### config.mk
export PLATFORM = sky130hd
export DESIGN_NAME = serial_mag_comparator
export DESIGN_NICKNAME = d
export VERILOG_FILES = /design/src/rtl/serial_mag_comparator.sv
export SDC_FILE = /design/constraint.sdc
export NUM_CORES = 1
export LEC_CHECK = 0
export ABC_AREA = 1
export CAP_MARGIN = 25
export CORE_MARGIN = 1.5
export CORE_UTILIZATION = 35
export CTS_CLUSTER_SIZE = 20
export DETAILED_ROUTE_END_ITERATION = 8
export SYNTH_ARGS = -nofsm -noshare
export SYNTH_HDL_FRONTEND = slang
export SYNTH_SLANG_ARGS = --single-unit
### constraint.sdc
create_clock -name clk -period 1.9 [get_ports clk]
set_input_delay 0.475 -clock clk [delete_from_list [all_inputs] [get_ports clk]]
set_output_delay 0.475 -clock clk [all_outputs]
set_load 0.02 [all_outputs]
### src/rtl/serial_mag_comparator.sv
// Bit-serial magnitude comparator: one 1-bit comparator cell walked MSB-first,
// with its LT/GT/EQ fed back as the next bit's l/g/e seed.
module serial_mag_comparator #(
  parameter int WIDTH = 8
) (
  input  logic             clk,
  input  logic             rst,
  input  logic             start,
  input  logic [WIDTH-1:0] a_in,
  input  logic [WIDTH-1:0] b_in,
  input  logic             l_in,
  input  logic             g_in,
  input  logic             e_in,
  output logic             busy,
  output logic             done,
  output logic             lt,
  output logic             gt,
  output logic             eq
);

  localparam int IW = $clog2(WIDTH);

  typedef enum logic [1:0] {
    IDLE  = 2'd0,
    SHIFT = 2'd1,
    DONE  = 2'd2
  } state_t;

  state_t           state_q;
  logic [WIDTH-1:0] a_q, b_q;
  logic [IW-1:0]    idx_q;
  logic             l_q, g_q, e_q;
  logic             l_d, g_d, e_d;
  logic             ai, bi;
  logic             busy_q, done_q;
  logic             lt_q, gt_q, eq_q;

  assign ai = a_q[idx_q];
  assign bi = b_q[idx_q];

  always_comb begin
    l_d = l_q | (e_q & ~ai & bi);
    g_d = g_q | (e_q & ai & ~bi);
    e_d = e_q & ~(ai ^ bi);
  end

  always_ff @(posedge clk or posedge rst) begin
    if (rst) begin
      state_q <= IDLE;
      a_q     <= '0;
      b_q     <= '0;
      idx_q   <= IW'(WIDTH - 1);
      l_q     <= 1'b0;
      g_q     <= 1'b0;
      e_q     <= 1'b1;
      busy_q  <= 1'b0;
      done_q  <= 1'b0;
      lt_q    <= 1'b0;
      gt_q    <= 1'b0;
      eq_q    <= 1'b1;
    end else begin
      unique case (state_q)
        IDLE, DONE: begin
          done_q <= 1'b0;
          if (start) begin
            a_q     <= a_in;
            b_q     <= b_in;
            l_q     <= l_in;
            g_q     <= g_in;
            e_q     <= e_in;
            idx_q   <= IW'(WIDTH - 1);
            busy_q  <= 1'b1;
            state_q <= SHIFT;
          end else begin
            busy_q  <= 1'b0;
            state_q <= IDLE;
          end
        end
        SHIFT: begin
          l_q   <= l_d;
          g_q   <= g_d;
          e_q   <= e_d;
          idx_q <= idx_q - 1'b1;
          // Fixed WIDTH-edge walk: no early exit keeps latency deterministic.
          if (idx_q == '0) begin
            lt_q    <= l_d;
            gt_q    <= g_d;
            eq_q    <= e_d;
            busy_q  <= 1'b0;
            done_q  <= 1'b1;
            state_q <= DONE;
          end
        end
        default: begin
          busy_q  <= 1'b0;
          done_q  <= 1'b0;
          state_q <= IDLE;
        end
      endcase
    end
  end

  assign busy = busy_q;
  assign done = done_q;
  assign lt   = lt_q;
  assign gt   = gt_q;
  assign eq   = eq_q;

endmodule

==> impl_metrics.toml <==
[run_status]
status = "completed"

[route]
drt_pre_antenna_iters = 5
avgRoutedWirePerCell_um = 10.9
drc = 0
drtIter0Drc = 63
via_count = 1149
drt_wl_total_um = 2790
ant_nets = 0
vias_per_cell = 4.47

[pwr]
cellLeakagePower_nw = 0.942
peakVddDrop_v = 0.000562
power_mw = 2.98
power_density_nw_per_um2 = 1620

[synthesis]
ys_warn_count = 0
synth_seq_cells = 28
synth_cell_types = 25
syn-instance-count = 179
syn_avg_cell_area_um2 = 8.26
ys_seq_area_share_pct = 47.8
synth_nets = 203
syn-cell-area_um2 = 1480

[setup_path]
reg2reg_from = "idx_q[0]$_DFFE_PP1P_"
cpMaxStageDelayCell = "clkdlybuf4s50_1"
r2r_slack_ns = 0.29
cp_max_fo = 2
endpoint_kind = "output port"
max_stage_delay_ns = 0.64
worstPathRequired_ns = 1.42
crit_chain = "clkdlybuf4s50_1"
startpoint_type = "register"
critPathBufInv = 1
worstSetupPathType = "register to output port"
worstRegToRegCells = 8
timing.rr.end = "lt$_DFFE_PP0P_"
arrival_ns = 1.37
cp_top_family = "buffers and inverters"

[worst_hold_path]
holdPathEnd = "eq$_DFFE_PP1P_"
worstHoldStart = "eq$_DFFE_PP1P_"
min_path_type = "register to register"
holdPathStages = 2

[sta]
finalCritPeriodShare_pct = 97.1
worst_slew_pin_slew_ns = 0.351
slew_viol_final = 0
fin_setup_tns_ns = 0
rsz0062_at_grt = "false"
setup_violations = 0
hold_violations = 0
period_needed_ns = 1.84
fmax_mhz = 542
fin_skew_ns = 0.00356
maxSlewHeadroom_pct = 76.6

[global_route]
grt_pass1_wl_um = 4850
grt_overflow_total = 0
grt_max_degree = 29
antenna_found_initial = 0
track_usage_pct = 13.9
grt_pass1_vias = 1089
grt.busiest_layer = "met2"
use_met3_pct = 1.48
grt_use_met1_pct = 19.6
grtUsageMet2_pct = 21.6

[finish]
final_cell_mix = "nand2_1, clkdlybuf4s50_1, dfrtp_1"
final_common_cell = "nand2_1"
fin_nets = 232
drive_gt1_share_pct = 19.8
syn2layout_area_growth_pct = 24.2
post-route-util_pct = 45.6
diodes = 0

[clock_tree]
cts_num_sinks = 28
clock_latency_ns = 0.28
cts_made_buffers = 3
clk_path_buf_depth = 2
postCtsHoldBufs = 0
cts_tree = "done"
postCtsSetupRepairBufs = 0
clk_pin_slew_ns = 0.09
htree_levels = 1
root_buffer = "clkbuf_8"

[floorplanning]
die_y_um = 68.0
die_area_um2 = 4620
dieWidth_um = 68.0
start_util_pct = 36.7
ioPinCount = 27
coreArea_um2 = 4030
rows = 23

[placed_design]
post-dp-hpwl_um = 2010
portBuffers = 26
gp_congestion = 0.822

[flow_run]
cap_violations = 0
[repair_timing]
action                     4_1_cts  5_1_grt
resized for setup                0        1
hold endpoints to repair         0        0
setup endpoints to repair        0        1
[cells by family after synthesis]
family | Yosys count | share of synthesized area, %
fa+ha+maj | 2 | 1.69
flops | 28 | 47.8
simple gates | 92 | 31.0
buf+inv | 34 | 11.0
compound gates | 23 | 8.46
[cells in the mapped netlist]
library cell | count | share of area (%)
clkinv_1 | 1 | 0.25
inv_1 | 14 | 3.6
a21oi_1 | 16 | 5.4
inv_4 | 2 | 0.85
o21ai_0 | 3 | 1.0
nand3_2 | 7 | 4.7
a22oi_1 | 1 | 0.51
dfstp_2 | 5 | 8.9
inv_2 | 9 | 2.3
nand2_1 | 48 | 12
buf_12 | 1 | 1.4
o21ai_1 | 1 | 0.34
a21boi_1 | 1 | 0.51
nand2_4 | 4 | 3.0
clkinv_2 | 3 | 1.0
nor2_8 | 1 | 1.4
dfrtp_1 | 23 | 39
buf_6 | 1 | 0.76
nand2_2 | 3 | 1.3
nand3_1 | 13 | 4.4
clkbuf_1 | 1 | 0.25
buf_2 | 2 | 0.68
ha_1 | 2 | 1.7
nor2_1 | 16 | 4.1
a32o_1 | 1 | 0.68
[registers in the layout, indices dropped and copies added, names as in the netlist]
register / flops
b_q: 8
lt: 1
busy: 1
done: 1
g_q: 1
state_q: 1
eq: 1
gt: 1
l_q: 1
idx_q: 3
a_q: 8
e_q: 1
[per-layer routing]
| metal | vias up | share of wire, % |
|---|---|---|
| li1 | 610 | - |
| met1 | 519 | 49 |
| met2 | 17 | 48 |
| met3 | 3 | 2.3 |
| met4 | 0 | 1.1 |
| met5 | - | 0 |
[tightest hold or removal path, cell delays in order (launching register included)]
cell and delay [ns]:
dfstp_2 0.38, nand2_1 0.05, nand2_1 0.05
[cell type report]
| type | instances | area, µm² |
|---|---|---|
| Tap cell | 50 | 62.6 |
| Sequential cell | 28 | 707 |
| Clock buffer | 4 | 55.1 |
| Timing Repair Buffer | 29 | 285 |
| Fill cell | 429 | 2190 |
| Multi-Input combinational cell | 117 | 609 |
| Inverter | 29 | 118 |
[per-stage QoR]
| step | hold slack, ns | instance area [µm²] | setup slack, ns | std cells |
|---|---|---|---|---|
| floorplan | 0.481 | 1480 | 0.406 | 179 |
| global placement | 0.462 | 1780 | 0.261 | 253 |
| detailed placement | 0.464 | 1780 | 0.247 | 253 |
| CTS | 0.484 | 1830 | 0.0115 | 257 |
| global route | 0.501 | 1840 | 0.00780 | 257 |
| finish | 0.479 | 1840 | 0.0556 | 257 |
[worst max-delay path by stage]
stage | slack, ns | from | cells after the start | to
5_1_grt | 0.008 | done$_DFFE_PP0P_ | 1 | done
3_5_place_dp | 0.25 | start | 7 | e_q$_DFFE_PP1P_
3_3_place_gp | 0.26 | start | 7 | e_q$_DFFE_PP1P_
4_1_cts | 0.01 | eq$_DFFE_PP1P_ | 1 | eq
2_1_floorplan | 0.41 | idx_q[0]$_DFFE_PP1P_ | 10 | gt$_DFFE_PP0P_
6_report | 0.06 | done$_DFFE_PP0P_ | 1 | done
[where the power goes]
group / switching [mW] / total (mW) / internal (mW) / leakage (nW)
Clock: 0.190 / 0.376 / 0.186 / 0.0288
Combinational: 0.921 / 1.50 / 0.577 / 0.601
Sequential: 0.183 / 1.10 / 0.919 / 0.313
Total: 1.29 / 2.98 / 1.68 / 0.942
Power figures use the tool's default switching activity.
